[src/rtl/mixer_frame_sequencer.sv]
// -----------------------------------------------------------------------------
// mixer_frame_sequencer
//
// Once per audio frame, mixes two buffered stereo sources into one registered
// stereo sample for the I2S transmit side. Channel A is the local capture and
// channel B is the remote/jitter-buffer output. Each channel has a one-deep
// holding register with a full flag. A single adder is time-shared between
// the left sum and the right sum. A source that is missing at frame time is
// replaced by silence, and the miss is counted.
//
// Build option:
//   MIXER_SATURATE_EN  defined   : the mixed sum clamps to the signed range.
//                      undefined : the mixed sum wraps (low 'size' bits kept).
//
// Ports:
//   clk, rst            clock, asynchronous active-high reset
//   frame_tick          one-cycle strobe at the sample rate
//   a_valid/a_ready     channel A offer/accept, a_left/a_right samples
//   b_valid/b_ready     channel B offer/accept, b_left/b_right samples
//   mute_a, mute_b      the channel contributes zero
//   cnt_clr             clears underrun counters and tick_miss
//   out_valid           one-cycle strobe: out_left/out_right updated
//   out_left/out_right  mixed stereo result, held until the next frame
//   underrun_a/_b       saturating count of frames mixed with source absent
//   tick_miss           sticky: frame_tick arrived while a frame was in flight
// -----------------------------------------------------------------------------
module mixer_frame_sequencer #(
    parameter int size  = 24,
    parameter int CNT_W = 16
) (
    input  logic             clk,
    input  logic             rst,
    input  logic             frame_tick,
    input  logic             a_valid,
    output logic             a_ready,
    input  logic [size-1:0]  a_left,
    input  logic [size-1:0]  a_right,
    input  logic             b_valid,
    output logic             b_ready,
    input  logic [size-1:0]  b_left,
    input  logic [size-1:0]  b_right,
    input  logic             mute_a,
    input  logic             mute_b,
    input  logic             cnt_clr,
    output logic             out_valid,
    output logic [size-1:0]  out_left,
    output logic [size-1:0]  out_right,
    output logic [CNT_W-1:0] underrun_a,
    output logic [CNT_W-1:0] underrun_b,
    output logic             tick_miss
);

    typedef enum logic [1:0] {IDLE, MIX_L, MIX_R, OUT} state_t;

    state_t            state_q;

    // Holding registers and full flags
    logic [size-1:0]   a_left_q, a_right_q, b_left_q, b_right_q;
    logic              a_full_q, b_full_q;

    // Frame snapshot taken on the tick edge
    logic              a_use_q, b_use_q;     // channel contributes to the sum
    logic              a_taken_q, b_taken_q; // channel was full: consume it
    logic              a_und_q, b_und_q;     // channel absent and not muted

    logic [size-1:0]   sum_q;                // left result while right is computed
    logic              out_valid_q;
    logic [size-1:0]   out_left_q, out_right_q;
    logic [CNT_W-1:0]  und_cnt_a_q, und_cnt_b_q;
    logic              tick_miss_q;

    // Shared adder: operand select and result reduction
    logic [size-1:0]   op_a_d, op_b_d;
    logic [size-1:0]   sum_d;

    // Ready is combinational so it is valid in the very first cycle after
    // reset release while still reading 0 during reset.
    assign a_ready = !rst && !a_full_q && (state_q == IDLE);
    assign b_ready = !rst && !b_full_q && (state_q == IDLE);

    // NOTE: every signal written here gets a default first, so no path leaves
    // it unassigned and no latch is inferred.
    always_comb begin
        op_a_d = '0;
        op_b_d = '0;
        if (a_use_q) op_a_d = (state_q == MIX_R) ? a_right_q : a_left_q;
        if (b_use_q) op_b_d = (state_q == MIX_R) ? b_right_q : b_left_q;
    end

`ifdef MIXER_SATURATE_EN
    logic [size:0] sum_wide_d;

    always_comb begin
        sum_wide_d = {op_a_d[size-1], op_a_d} + {op_b_d[size-1], op_b_d};
        // The sign bit and the bit below it differ only on overflow; the
        // extension bit then carries the true sign of the result.
        if (sum_wide_d[size] != sum_wide_d[size-1])
            sum_d = sum_wide_d[size] ? {1'b1, {(size-1){1'b0}}}
                                     : {1'b0, {(size-1){1'b1}}};
        else
            sum_d = sum_wide_d[size-1:0];
    end
`else
    // The low 'size' bits of the sign-extended sum equal a plain size-bit
    // add, so the extension bit is not built at all in wrap mode.
    always_comb begin
        sum_d = op_a_d + op_b_d;
    end
`endif

    // NOTE: sequential state uses non-blocking assignments so every register
    // samples pre-edge values, independent of statement order.
    always_ff @(posedge clk or posedge rst) begin
        if (rst) begin
            // NOTE: the holding registers are reset too: a frame abandoned by
            // reset must not leak stale samples into a later frame.
            state_q     <= IDLE;
            a_left_q    <= '0;
            a_right_q   <= '0;
            b_left_q    <= '0;
            b_right_q   <= '0;
            a_full_q    <= 1'b0;
            b_full_q    <= 1'b0;
            a_use_q     <= 1'b0;
            b_use_q     <= 1'b0;
            a_taken_q   <= 1'b0;
            b_taken_q   <= 1'b0;
            a_und_q     <= 1'b0;
            b_und_q     <= 1'b0;
            sum_q       <= '0;
            out_valid_q <= 1'b0;
            out_left_q  <= '0;
            out_right_q <= '0;
            und_cnt_a_q <= '0;
            und_cnt_b_q <= '0;
            tick_miss_q <= 1'b0;
        end else begin
            // Capture: ready is only high in IDLE, so this never collides
            // with the full-flag clear in OUT.
            if (a_valid && a_ready) begin
                a_left_q  <= a_left;
                a_right_q <= a_right;
                a_full_q  <= 1'b1;
            end
            if (b_valid && b_ready) begin
                b_left_q  <= b_left;
                b_right_q <= b_right;
                b_full_q  <= 1'b1;
            end

            out_valid_q <= 1'b0;

            if (cnt_clr)
                tick_miss_q <= 1'b0;
            else if (frame_tick && state_q != IDLE)
                tick_miss_q <= 1'b1;

            // Clear wins over a coincident increment in OUT below.
            if (cnt_clr) begin
                und_cnt_a_q <= '0;
                und_cnt_b_q <= '0;
            end

            case (state_q)
                IDLE: begin
                    if (frame_tick) begin
                        // Snapshot uses pre-edge full flags: a sample captured
                        // on this same edge waits for the next frame.
                        a_use_q   <= a_full_q && !mute_a;
                        b_use_q   <= b_full_q && !mute_b;
                        a_taken_q <= a_full_q;
                        b_taken_q <= b_full_q;
                        a_und_q   <= !a_full_q && !mute_a;
                        b_und_q   <= !b_full_q && !mute_b;
                        state_q   <= MIX_L;
                    end
                end
                MIX_L: begin
                    sum_q   <= sum_d;
                    state_q <= MIX_R;
                end
                MIX_R: begin
                    // Both halves land together so the outputs only change
                    // in the cycle out_valid is high.
                    out_left_q  <= sum_q;
                    out_right_q <= sum_d;
                    out_valid_q <= 1'b1;
                    state_q     <= OUT;
                end
                OUT: begin
                    if (a_taken_q) a_full_q <= 1'b0;
                    if (b_taken_q) b_full_q <= 1'b0;
                    if (!cnt_clr && a_und_q && (und_cnt_a_q != '1))
                        und_cnt_a_q <= und_cnt_a_q + 1'b1;
                    if (!cnt_clr && b_und_q && (und_cnt_b_q != '1))
                        und_cnt_b_q <= und_cnt_b_q + 1'b1;
                    state_q <= IDLE;
                end
                default: state_q <= IDLE;
            endcase
        end
    end

    assign out_valid  = out_valid_q;
    assign out_left   = out_left_q;
    assign out_right  = out_right_q;
    assign underrun_a = und_cnt_a_q;
    assign underrun_b = und_cnt_b_q;
    assign tick_miss  = tick_miss_q;

endmodule
[config.mk]
export PLATFORM = sky130hd
export DESIGN_NAME = mixer_frame_sequencer
export DESIGN_NICKNAME = d
export VERILOG_FILES = /design/src/rtl/mixer_frame_sequencer.sv
export SDC_FILE = /design/constraint.sdc
export NUM_CORES = 1
export LEC_CHECK = 0
export BUFFER_PORTS_ARGS = -buffer_cell sky130_fd_sc_hd__buf_4
export CAP_MARGIN = 30
export CORE_ASPECT_RATIO = 1.4
export CORE_MARGIN = 10
export CORE_UTILIZATION = 25
export DETAILED_ROUTE_END_ITERATION = 16
export GPL_TIMING_DRIVEN = 0
export PLACE_DENSITY = 0.51
export SYNTH_ARGS = -nofsm -noshare
export SYNTH_HDL_FRONTEND = slang
export SYNTH_SLANG_ARGS = --single-unit
[constraint.sdc]
create_clock -name clk -period 7.6 [get_ports clk]
set_input_delay 1.52 -clock clk [delete_from_list [all_inputs] [get_ports clk]]
set_output_delay 1.52 -clock clk [all_outputs]
set_load 0.02 [all_outputs]
== After elaboration in Yosys (flattened, before gate mapping) ==
Index checks and enable logic that the tools add are counted.

* Bits in registers: 212
* Bits in latches: 0
* Bits in writable memories: 0
* Memory bits (read-only): 0
* Input bits: 104
* Output and inout bits: 84
* Logic and storage cells: 75
* Memories: 0

* Add/subtract/negate cells: 3
* $mul: 0
* Div/mod/pow operators: 0
* $lt $le $gt $ge: 0
* Equality and inequality tests: 6
* Shift operators: 0
* Muxes and demuxes: 21
* Bitwise operators: 0
* Reduce and logical (&&, ||, !) cells: 25

{| class="wikitable"
|+ Operators with widths
! operator !! number
|-
| $mux W16 || 6
|-
| $mux W24 || 4
|-
| $add A16 B1 Y16 const B || 2
|-
| $ne A16 B16 Y1 const B || 2
|-
| $add A24 B24 Y24 || 1
|-
| $logic_and A1 B1 Y1 || 15
|-
| $mux W1 || 9
|-
| $pmux W2 S4 || 1
|-
| $logic_not A1 Y1 || 6
|-
| $eq A2 B2 Y1 const B || 2
|-
| $reduce_bool A2 Y1 || 2
|-
| $eq A2 B1 Y1 const B || 1
|-
| $logic_not A2 Y1 || 1
|-
| $mux W2 || 1
|-
| $ne A2 B2 Y1 const B || 1
|-
| $reduce_and A2 Y1 || 1
|}

== Logic depth before layout (Yosys ltp) ==
Gate-level depths: netlist of the first run.

* Depth after elaboration: 7
* Mapped depth: 15
* Gate-level depth less buffers: 12

== Least setup slack after synthesis of the first run ==
No wires, ideal clock.

* Kind: input -> output
* Start: in rst
* End: out a_ready
* Arrival: 6.715 ns
* Required time: 6.080 ns
* Path slack: -0.635 ns
* Stages on the path: 3
* Buffers on the path: 0
* Path through: inv_1 nand2_1 nor2_1

* Cells in the longest elaborated chain, start to end: 3

{| class="wikitable"
|+ RTL lines
! what !! RTL line !! source
|-
| start, declared || 32 || <nowiki>input logic rst,</nowiki>
|-
| $logic_not A1 Y1 (no line) || -- ||
|-
| $logic_and A1 B1 Y1 (2 in series) || 78 || <nowiki>assign a_ready = !rst && !a_full_q && (state_q == IDLE);</nowiki>
|-
| end, declared || 35 || <nowiki>output logic a_ready,</nowiki>
|}

No other way between the ends.

== Final worst setup path of the first run ==
* Start: reg state_q[0]
* End: reg sum_q[20]

* Cells in the longest elaborated chain, start to end: 4
* Elaborated cells between the ends (all ways): 7
* Classes of those cells: 1 x add/sub; 2 x eq/ne; 4 x mux

{| class="wikitable"
|+ RTL lines
! what !! RTL line !! source
|-
| start, declared || 55 || <nowiki>state_t state_q;</nowiki>
|-
| start signal, assigned || 117 || <nowiki>state_q <= IDLE;</nowiki>
|-
| start signal, assigned || 175 || <nowiki>state_q <= MIX_L;</nowiki>
|-
| start signal, assigned || 180 || <nowiki>state_q <= MIX_R;</nowiki>
|-
| $eq A2 B2 Y1 || 86, 87 ||
|-
| $mux W24 (on tied branches) (2 in series) || 86, 87 ||
|-
| $add A24 B24 Y24 || 107 || <nowiki>sum_d = op_a_d + op_b_d;</nowiki>
|-
| end signal, assigned || 179 || <nowiki>sum_q <= sum_d;</nowiki>
|-
| end, declared || 66 || <nowiki>logic [size-1:0] sum_q;</nowiki>
|}

Several ways; a longest one is shown, not always the timed one.
A chain may end at the register's enable or synchronous reset.

==> results of run 1 <==
## placed cells by master (no fill, tap or decap), types with 22 or more instances in the layout
cell                        count
sky130_fd_sc_hd__mux2_2       156
sky130_fd_sc_hd__ha_1          29
sky130_fd_sc_hd__dfrtp_1      212
sky130_fd_sc_hd__buf_4        186
sky130_fd_sc_hd__nor2b_1       47
sky130_fd_sc_hd__a21oi_1       30
sky130_fd_sc_hd__mux2i_1       48
sky130_fd_sc_hd__nand2_1       46
sky130_fd_sc_hd__clkbuf_16     25
sky130_fd_sc_hd__nor2_1        47
sky130_fd_sc_hd__xor2_1        22
## per-layer routing
| metal | routed length [microns] | up-vias |
|---|---|---|
| met3 | 1950 | 44 |
| met5 | 75 | - |
| li1 | - | 3614 |
| met2 | 16800 | 175 |
| met1 | 12800 | 3710 |
| met4 | 582 | 10 |
## cell type report
| cell class | count | share of cell area |
|---|---|---|
| antenna | 1 | 0.000183 |
| buffer | 46 | 0.0159 |
| clock buffer | 32 | 0.0499 |
| clock inverter | 12 | 0.0144 |
| inverter | 14 | 0.00412 |
| multi-input combinational | 622 | 0.366 |
| sequential | 212 | 0.389 |
| tap | 546 | 0.0500 |
| timing repair buffer | 192 | 0.111 |
## state kept, by name, indices dropped and copies added (netlist names)
name and flops:
a_full_q 1, a_left_q 24, a_right_q 24, a_taken_q 1, a_und_q 1, a_use_q 1, b_full_q 1, b_left_q 24
b_right_q 24, b_taken_q 1, b_und_q 1, b_use_q 1, out_left 24, out_right 24, out_valid 1, state_q 2
sum_q 24, tick_miss 1, underrun_a 16, underrun_b 16
## final timing paths
kind | start | to | slack (ps)
setup reg to reg | state_q[0] | sum_q[20] | 3210
min in group asynchronous | rst | underrun_a[5] | 980
hold / removal | b_taken_q | b_full_q | 440
max in group asynchronous | rst | out_left[6] | 5570
hold reg to reg | b_taken_q | b_full_q | 440
setup / recovery | state_q[0] | sum_q[20] | 3210
## power groups by stage
stage	combinational [mW]	clock [mW]	sequential (mW)
2_1_floorplan	1.16	0	1.86
3_3_place_gp	1.83	0	1.81
3_5_place_dp	1.87	0	1.83
4_1_cts	1.87	1.34	1.80
5_1_grt	2.01	1.39	1.86
6_report	1.82	1.29	1.80
## critical path: cells and delay by family, from the launching register on
kind | cells | cell delay (ps)
buf+inv | 5 | 1680
simple gates | 6 | 940
compound gates | 1 | 480
fa+ha+maj | 2 | 430
flops | 1 | 410
mux | 1 | 290
## synthesized netlist by cell type (all sizes together), types with 18 or more instances
cell     n  area (sq um)
nor2b   47           294
dfrtp  212          5310
xnor2   21           184
buf     30           156
xor2    22           193
nor2    47           176
a21oi   32           168
nand2   46           173
mux2i   48           480
nand3   20           100
o21ai   18          90.1
mux2   156          1760
ha      29           363
## logic make-up after synthesis
family | count (synthesis) | share of synthesized area
compound gates | 110 | 0.0704
xor+xnor | 43 | 0.0356
fa+ha+maj | 30 | 0.0362
buf+inv | 60 | 0.0255
flops | 212 | 0.502
mux | 204 | 0.212
simple gates | 235 | 0.119
## metrics by stage
stage | power [mW] | hold WS, ps
2_1_floorplan | 3.02 | 416
3_3_place_gp | 3.64 | 424
3_5_place_dp | 3.69 | 435
4_1_cts | 5.02 | 444
5_1_grt | 5.25 | 476
6_report | 4.91 | 438
==> out/summary.txt, run 1 <==
CTS
------------------------------------------------------------------------------------
Total number of clock tree sinks                                                 212
Clock Pin Slew Worst Setup and Hold Paths                                      60 ps
Hold buffer count at CTS                                                           0
Clock root cell                                                         sky130_fd_sc_hd__clkbuf_16
Resized cells post-CTS                                                             0
Buffers inserted by post-CTS timing repair                                         0
CTS HTree Levels                                                                   1
Number of buffers inserted during clock tree synthesis                            24
Clock latency on the worst-skew pair                                          540 ps
Clock tree from TritonCTS                                                       done
Bufs on Longest Clock Path                                                         3

CELLS AND AREA
------------------------------------------------------------------------------------
Final cell area excluding filler cells                                  0.0137 sq mm
Fillcell total                                                                  4215
Final standard cell count with taps included and fillers excluded               1677
Share of the core filled with cells in the final layout                        0.325
Final layout net count                                                          1246
Multi-input combinational cell area                                     0.00499 sq mm
Share of layout cells above drive strength 1                                   0.376
Area delta synth->final                                                        29.2%
Sequential cell area                                                    0.00531 sq mm

ROUTING
------------------------------------------------------------------------------------
Number of DRC markers after the initial detailed-route iteration                 268
Wire length per cell                                                    19.2 microns
Post-DR vias/cell                                                               4.50
Via count of the routed design                                                  7553
Overall routed net length                                               32200 microns
Count of antenna-violating nets left after detailed routing                        0
Post-route DRC                                                                     0
Number of optimization iterations in the first detailed-route pass                 6

WORST SETUP PATH
------------------------------------------------------------------------------------
Required time of the worst setup path                                        8010 ps
Crit-path cells                                                         inv_1 > ha_1 > buf_2 > buf_2 > buf_1 > mux2i_1 > nor2b_1 > ha_1 > clkbuf_1 > and2_1 > and3_1 > nand2_1 > a211oi_1 > or3_1 > nand3_1
Endpoint class of the critical path                                         register
Worst path max stage delay                                                    650 ps
Largest fanout on the critical path                                               10
Type of origin of the critical path                                         register
Number of cell instances on the worst register-to-register path                   15
Signal arrival time at the worst endpoint                                    4800 ps
Slowest stage cell on the critical path                                 sky130_fd_sc_hd__buf_1
Category of the most critical setup path                                register to register

GLOBAL ROUTE
------------------------------------------------------------------------------------
Global-route wire length before repair                                  49700 microns
Pin count of the biggest net entering global routing                              44
Vias in the first global route                                                  8246
Met1 global-route usage                                                        0.139
Overall Global Routing Usage                                                   0.123
Remaining global-route overflow                                                    0
Layer carrying the most global-route usage                                      met2
Met2 Track Usage GR                                                            0.223
Met3 usage                                                                    0.0328
Antenna violations before repair                                                   6

PLACED DESIGN
------------------------------------------------------------------------------------
Dpl hpwl                                                                25500 microns
Routability congestion estimate from global placement                          0.890
Number of placed instances with taps included                                   1632
Placed standard-cell area                                               0.0128 sq mm
Count of buffers from port buffering                                             186
Post-placement setup slack                                                   3100 ps

SYNTH
------------------------------------------------------------------------------------
Post-synth EDFFs                                                                   0
Netlist cell types                                                                55
Syn_nets                                                                        1028
Total of warnings raised by yosys                                                  0
Syn_area_per_cell                                                         11.8 sq um
Share of flip-flops with an asynchronous set or reset after synthesis           1.00
Number of instances in the synthesized netlist                                   894
Dominant register cell in the synthesized netlist                       sky130_fd_sc_hd__dfrtp_1
Combined area of all synthesized cells                                  0.0106 sq mm
Share of synthesized area occupied by flip-flops and latches                   0.502
Post-synthesis sequential element count                                          212

TIMING
------------------------------------------------------------------------------------
Worst slew slack as a fraction of its limit                                    0.376
Final setup vio count                                                              0
F_max                                                                        228 MHz
Final Max Slew Viols                                                               0
Min cycle time layout                                                        4390 ps
RSZ-0062 raised after global routing                                           false
Final count of hold timing violations                                              0
Share of the clock period used by the worst path after layout                  0.577
Final critical-path setup slack                                              3210 ps
Setup Skew                                                                   13.2 ps
Accumulated negative setup slack                                                0 ps
Transition time at the pin with the least slew margin                         937 ps

POWER AND IR DROP
------------------------------------------------------------------------------------
Total power density per cell area                                        360 mW/mm^2
Switching Power                                                              1.67 mW
Switching portion of total power                                               0.341
Portion of total power attributed to the clock network                         0.263
Combinational share of power                                                   0.371
Leakage power                                                                6.29 nW
Proportion of power drawn by flip-flops and latches                            0.366
Highest ir drop seen on vdd                                                 0.146 mV
Internal power consumption                                                   3.24 mW

FLOW RUN
------------------------------------------------------------------------------------
MaxCap Viol Count                                                                  0

FLOORPLANNING
------------------------------------------------------------------------------------
Boundary pin count                                                               188
Area of the die                                                         0.0510 sq mm
Count of standard-cell rows                                                       89
Initial cell density of the core                                               0.252
Width of the die                                                         194 microns
Height of the die                                                        263 microns
CORE AREA                                                               0.0420 sq mm

WORST HOLD PATH
------------------------------------------------------------------------------------
HP Class                                                                register to register
Cell depth of the worst hold path                                                  1

STATUS
------------------------------------------------------------------------------------
Outcome                                                                 finished clean

Power figures use the tool's default switching activity.
==> run 2: changes to the inputs <==
- clock period: 7.6 -> 3.9 ns (I/O delays scaled with it)
==> run 2 against run 1 <==
Global-route usage decreased by 0.11 points. Register-to-register slack lost 2900 ps. Die area is the same. Via count increased by 0.36%. Clock-buffer cell count did not move. Final cell count decreased by 0.48%. Non-clock buffer count fell by 2. Critical path type unchanged. Largest cell class unchanged.
==> out/summary.txt, run 2 (synthesis results as in run 1) <==
WORST SETUP PATH
---------------------------------------------------------------------------------
Category of the most critical setup path                             register to register
Endpoint class of the critical path                                      register
Largest fanout on the critical path                                            10   unchanged
Number of cell instances on the worst register-to-register path                15   unchanged
Signal arrival time at the worst endpoint                                 4080 ps   -720 ps
Required time of the worst setup path                                     4340 ps   -3670 ps
Type of origin of the critical path                                      register

CTS
---------------------------------------------------------------------------------
Buffers inserted by post-CTS timing repair                                      0   unchanged
Number of buffers inserted during clock tree synthesis                         23   -4.2%
Total number of clock tree sinks                                              212   unchanged
Clock tree from TritonCTS                                                    done
Clock root cell                                                      sky130_fd_sc_hd__clkbuf_16
Bufs on Longest Clock Path                                                      3   unchanged
CTS HTree Levels                                                                1   unchanged
Clock latency on the worst-skew pair                                       520 ps   -20 ps
Clock Pin Slew Worst Setup and Hold Paths                                   60 ps   about the same

GLOBAL ROUTE
---------------------------------------------------------------------------------
Pin count of the biggest net entering global routing                           42   -4.5%
Antenna violations before repair                                                2   -4
Global-route wire length before repair                               49000 microns   -1.5%
Vias in the first global route                                               8027   -2.7%
Overall Global Routing Usage                                                0.122   -0.00115
Remaining global-route overflow                                                 0   unchanged

TIMING
---------------------------------------------------------------------------------
Setup Skew                                                                12.3 ps   -0.886 ps
Final Max Slew Viols                                                            0   unchanged
Final critical-path setup slack                                            262 ps   -2950 ps
Min cycle time layout                                                     3640 ps   -750 ps
Final setup vio count                                                           0   unchanged
Transition time at the pin with the least slew margin                      709 ps   -228 ps
RSZ-0062 raised after global routing                                        false
F_max                                                                     275 MHz   +21%
Worst slew slack as a fraction of its limit                                 0.527   +0.152
Share of the clock period used by the worst path after layout               0.933   +0.355
Post-route worst hold slack                                                364 ps   -74.6 ps
Final count of hold timing violations                                           0   unchanged

FLOORPLANNING
---------------------------------------------------------------------------------
Height of the die                                                     263 microns   unchanged
Width of the die                                                      194 microns   unchanged
Boundary pin count                                                            188   unchanged
Area of the die                                                      0.0510 sq mm   unchanged
Count of standard-cell rows                                                    89   unchanged
CORE AREA                                                            0.0420 sq mm   unchanged
Initial cell density of the core                                            0.252   unchanged

CELLS AND AREA
---------------------------------------------------------------------------------
Share of the core filled with cells in the final layout                     0.322   -0.00352
Area delta synth->final                                                     27.8%
Final standard cell count with taps included and fillers excluded            1669   -0.48%
Highest-count cells in the layout ignoring fill and taps             sky130_fd_sc_hd__dfrtp_1, sky130_fd_sc_hd__buf_4, sky130_fd_sc_hd__mux2_2
Final layout net count                                                       1243   -0.24%
ANT cells                                                                       0   -1
Most common cell after layout, fill and taps aside                   sky130_fd_sc_hd__dfrtp_1
Share of layout cells above drive strength 1                                0.377   +0.000563
Fillcell total                                                               4279   +1.5%

ROUTING
---------------------------------------------------------------------------------
Post-DR vias/cell                                                            4.54   +0.84%
Number of DRC markers after the initial detailed-route iteration              260   -3.0%
Count of antenna-violating nets left after detailed routing                     0   unchanged
Number of optimization iterations in the first detailed-route pass              4   -2
Via count of the routed design                                               7580   +0.36%
Post-route DRC                                                                  0   unchanged
Overall routed net length                                            32200 microns   about the same
Wire length per cell                                                 19.3 microns   +0.46%

POWER AND IR DROP
---------------------------------------------------------------------------------
Post-layout power                                                         9.24 mW   +88%
Highest ir drop seen on vdd                                              0.262 mV   +80%
Total power density per cell area                                     685 mW/mm^2   +90%
Leakage power                                                             6.24 nW   -0.86%

PLACED DESIGN
---------------------------------------------------------------------------------
Dpl hpwl                                                             25600 microns   +0.22%
Count of buffers from port buffering                                          186   unchanged
Routability congestion estimate from global placement                       0.904   +1.6%
Number of placed instances with taps included                                1631   -0.061%
Post-placement setup slack                                                -520 ps   -3620 ps

FLOW RUN
---------------------------------------------------------------------------------
MaxCap Viol Count                                                               0   unchanged

STATUS
---------------------------------------------------------------------------------
Outcome                                                              finished clean

WORST HOLD PATH
---------------------------------------------------------------------------------
HP Class                                                             input pin to asynchronous set/reset pin

-- run 2: changes by cell type in the layout (fill, tap and decap cells not counted), sizes merged --
cell / previous run / this run
clkinv: 3 / 5
clkbuf: 48 / 52
inv: 14 / 13
buf: 222 / 216
diode: 1 / 0
clkinvlp: 4 / 1
bufinv: 5 / 2
-- run 2: power breakdown --
group | internal (mW) | total (mW) | switching, mW
Clock | 1.27 | 2.17 | 0.897
Combinational | 1.72 | 3.58 | 1.86
Sequential | 3.05 | 3.50 | 0.455
-- run 2: critical path, stage by stage, from the launching register on --
cell                       delay (ps)
sky130_fd_sc_hd__dfrtp_1          410
sky130_fd_sc_hd__inv_1             90
sky130_fd_sc_hd__ha_1             180
sky130_fd_sc_hd__clkbuf_4         220
sky130_fd_sc_hd__buf_4            230
sky130_fd_sc_hd__buf_4            270
sky130_fd_sc_hd__mux2i_1          240
sky130_fd_sc_hd__nor2b_1           90
sky130_fd_sc_hd__ha_1             310
sky130_fd_sc_hd__buf_6            150
sky130_fd_sc_hd__a21oi_2          170
sky130_fd_sc_hd__o21ai_1          110
sky130_fd_sc_hd__a221o_1          330
sky130_fd_sc_hd__a21o_1           220
sky130_fd_sc_hd__or3_1            350
sky130_fd_sc_hd__a31oi_1          170
-- run 2: routing by layer --
metal  track usage  vias to the layer above  routed length (microns)
li1              -                     3607                        -
met4        0.0407                        4                      837
met1         0.138                     3752                    12900
met2         0.221                      164                    16800
met3        0.0280                       53                     1620
met5             0                        -                       21
-- run 2: what timing repair did --
action                                  CTS  global route
endpoints found under the setup margin   30            19
resized for setup                        14            10
gates cloned                              0             0
hold buffers                              0             0
-- run 2: cell type report --
type	instances	area, sq um	area share
tap	546	683	0.0506
buffer	45	236	0.0175
inverter	14	56.3	0.00417
multi-input combinational	622	5000	0.370
sequential	212	5310	0.393
timing repair buffer	191	1500	0.111
clock inverter	7	88.8	0.00658
clock buffer	32	639	0.0473
-- run 2: final timing paths --
path,start,end,slack [ps]
hold reg to reg,b_taken_q,b_full_q,440
setup reg to reg,state_q[0],out_right[23],260
setup / recovery,state_q[0],out_right[23],260
max in group asynchronous,rst,out_right[3],2380
min in group clk,b_taken_q,b_full_q,440
hold / removal,rst,b_left_q[20],360
-- run 2: per-stage QoR --
| step | TNS [ps] | cell area [sq um] |
|---|---|---|
| 2_1_floorplan | -125790 | 10600 |
| 3_3_place_gp | -538510 | 12700 |
| 3_5_place_dp | -5670 | 12800 |
| 4_1_cts | 0 | 13500 |
| 5_1_grt | 0 | 13500 |
| 6_report | 0 | 13500 |
==> run 3: changes to the inputs <==
- CTS_BUF_LIST: default -> sky130_fd_sc_hd__clkbuf_4 sky130_fd_sc_hd__clkbuf_8
==> run 3 against run 2 <==
Worst setup slack worse by 13 ps. Worst hold slack worse by 40 ps. Die area stayed put. Register-to-register slack hardly changed. Via count hardly changed. Clock power is 6% lower. Clock-buffer cell count is 21 higher. Fmax is 0.36% lower. Power is 1.5% lower. Sequential power hardly changed. Critical endpoint is now sum_q[23]. Largest cell class unchanged.
==> out/summary.txt, run 3 (synthesis results as in run 1) <==
TIMING
---------------------------------------------------------------------------------
Min cycle time layout                                                     3650 ps   +13.2 ps
Transition time at the pin with the least slew margin                      720 ps   +10.8 ps
RSZ-0062 raised after global routing                                        false
Setup Skew                                                                31.2 ps   +18.9 ps
Final Max Slew Viols                                                            0   unchanged
Share of the clock period used by the worst path after layout               0.936   +0.00337
Worst slew slack as a fraction of its limit                                 0.520   -0.00723
F_max                                                                     274 MHz   -0.36%
Final critical-path setup slack                                            249 ps   -13.2 ps
Final setup vio count                                                           0   unchanged
Final count of hold timing violations                                           0   unchanged

CELLS AND AREA
---------------------------------------------------------------------------------
Fillcell total                                                               4315   +0.84%
Area delta synth->final                                                     27.6%
Share of layout cells above drive strength 1                                0.394   +0.0170
Final cell area excluding filler cells                               0.0135 sq mm   -0.11%
Most common cell after layout, fill and taps aside                   sky130_fd_sc_hd__dfrtp_1
Final standard cell count with taps included and fillers excluded            1690   +1.3%
Final layout net count                                                       1257   +1.1%
Highest-count cells in the layout ignoring fill and taps             sky130_fd_sc_hd__dfrtp_1, sky130_fd_sc_hd__buf_4, sky130_fd_sc_hd__mux2_2

ROUTING
---------------------------------------------------------------------------------
Number of optimization iterations in the first detailed-route pass              4   unchanged
Overall routed net length                                            32400 microns   +0.75%
Post-route DRC                                                                  0   unchanged
Count of antenna-violating nets left after detailed routing                     0   unchanged
Post-DR vias/cell                                                            4.49   -1.2%
Number of DRC markers after the initial detailed-route iteration              305   +17%
Wire length per cell                                                 19.2 microns   -0.50%
Via count of the routed design                                               7586   +0.079%

CTS
---------------------------------------------------------------------------------
Clock tree from TritonCTS                                                    done
Buffers inserted by post-CTS timing repair                                      0   unchanged
Total number of clock tree sinks                                              212   unchanged
Clock latency on the worst-skew pair                                       560 ps   +40 ps
Clock root cell                                                      sky130_fd_sc_hd__clkbuf_8
Number of buffers inserted during clock tree synthesis                         37   +61%
Clock Pin Slew Worst Setup and Hold Paths                                   60 ps   about the same
Bufs on Longest Clock Path                                                      3   unchanged
CTS HTree Levels                                                                2   +1

FLOORPLANNING
---------------------------------------------------------------------------------
Initial cell density of the core                                            0.252   unchanged
Count of standard-cell rows                                                    89   unchanged
Area of the die                                                      0.0510 sq mm   unchanged
Width of the die                                                      194 microns   unchanged
Height of the die                                                     263 microns   unchanged
Boundary pin count                                                            188   unchanged
CORE AREA                                                            0.0420 sq mm   unchanged

WORST SETUP PATH
---------------------------------------------------------------------------------
Crit path buffers/inverters                                                     5   unchanged
Type of origin of the critical path                                      register
Endpoint class of the critical path                                      register
Largest fanout on the critical path                                            10   unchanged
Signal arrival time at the worst endpoint                                 4100 ps   +20 ps
Slowest stage cell on the critical path                              sky130_fd_sc_hd__dfrtp_1
Crit-path cells                                                      inv_1 > ha_1 > clkbuf_4 > buf_4 > buf_4 > mux2i_1 > nor2b_1 > ha_1 > buf_6 > a21oi_2 > o21ai_1 > a221o_1 > a21o_1 > or3_1 > a31oi_1
Cell type group with the largest total delay on the critical path    compound AO/OA/AOI/OAI gates
Worst path max stage delay                                                 410 ps   about the same
Required time of the worst setup path                                     4350 ps   about the same
Category of the most critical setup path                             register to register

POWER AND IR DROP
---------------------------------------------------------------------------------
Total power density per cell area                                     675 mW/mm^2   -1.3%
Switching Power                                                           3.24 mW   +0.90%
Post-layout power                                                         9.11 mW   -1.5%
Proportion of power drawn by flip-flops and latches                         0.385   +0.006
Switching portion of total power                                            0.356   +0.00829
Combinational share of power                                                0.392   +0.005
Leakage power                                                             6.26 nW   +0.35%
Highest ir drop seen on vdd                                              0.210 mV   -20%
Portion of total power attributed to the clock network                      0.223   -0.012
Internal power consumption                                                5.87 mW   -2.7%

GLOBAL ROUTE
---------------------------------------------------------------------------------
Vias in the first global route                                               8227   +2.5%
Global-route wire length before repair                               49700 microns   +1.4%
Antenna violations before repair                                                3   +1
Overall Global Routing Usage                                                0.124   +0.00203
Remaining global-route overflow                                                 0   unchanged
Pin count of the biggest net entering global routing                           42   unchanged

STATUS
---------------------------------------------------------------------------------
Outcome                                                              finished clean

PLACED DESIGN
---------------------------------------------------------------------------------
Number of placed instances with taps included                                1631   unchanged
Dpl hpwl                                                             25600 microns   unchanged
Count of buffers from port buffering                                          186   unchanged
Routability congestion estimate from global placement                       0.904   unchanged
Placed standard-cell area                                            0.0128 sq mm   unchanged
Post-placement setup slack                                                -520 ps   unchanged

WORST HOLD PATH
---------------------------------------------------------------------------------
HP Class                                                             input pin to asynchronous set/reset pin

FLOW RUN
---------------------------------------------------------------------------------
MaxCap Viol Count                                                               0   unchanged

==> run 3: final timing paths <==
kind	cells past startpoint	from	slack, ps	endpoint
worst min register to register	1	b_taken_q	440	b_full_q
worst min-delay path	2	rst	320	b_left_q[20]
worst max-delay path	15	state_q[0]	250	sum_q[23]
worst max register to register	15	state_q[0]	250	sum_q[23]
max in group asynchronous	5	rst	2390	a_right_q[13]
min in group clk	2	mute_b	400	b_und_q
==> run 3: metal layers <==
layer / GRT usage / share of wire / vias up
met1: 0.137 / 0.40 / 3704
met2: 0.222 / 0.52 / 180
met5: 0 / 0.00065 / -
met4: 0.0479 / 0.030 / 4
met3: 0.0319 / 0.054 / 60
li1: - / - / 3638
==> run 3: through the flow <==
stage	hold WS [ps]	util	setup TNS (ps)
finish	324	0.321	0
detailed placement	435	0.304	-5670
CTS	305	0.321	0
global placement	425	0.301	-538510
global route	338	0.321	0
floorplan	416	-	-125790
==> run 3: final cells by class <==
class,instances,area [sq um],area share
antenna,1,2.50,0.000186
buffer,45,236,0.0175
clock buffer,53,673,0.0499
clock inverter,6,33.8,0.00250
inverter,14,56.3,0.00417
multi-input combinational,622,5000,0.371
sequential,212,5310,0.393
tap,546,683,0.0506
timing repair buffer,191,1500,0.111
==> run 3: power by group through the flow <==
stage	clock network [mW]	logic, mW	registers (mW)
after floorplan	0	2.25	3.63
final	2.03	3.57	3.51
after global placement	0	3.57	3.53
after CTS	2.13	3.65	3.52
after global routing	2.21	3.94	3.62
after detailed placement	0	3.63	3.56
==> run 3: repair_timing <==
item                       4_1_cts  5_1_grt
setup endpoints to repair       32       23
cloned                           0        0
hold buffers                     0        0
gates resized for setup         16        9
==> run 3: worst reg2reg max path, delay by kind of cell, from the launching register on <==
| kind | cells | cell delay [ps] |
|---|---|---|
| compound gates | 5 | 990 |
| buf+inv | 5 | 970 |
| fa+ha+maj | 2 | 490 |
| simple gates | 2 | 440 |
| flops | 1 | 410 |
| mux | 1 | 240 |
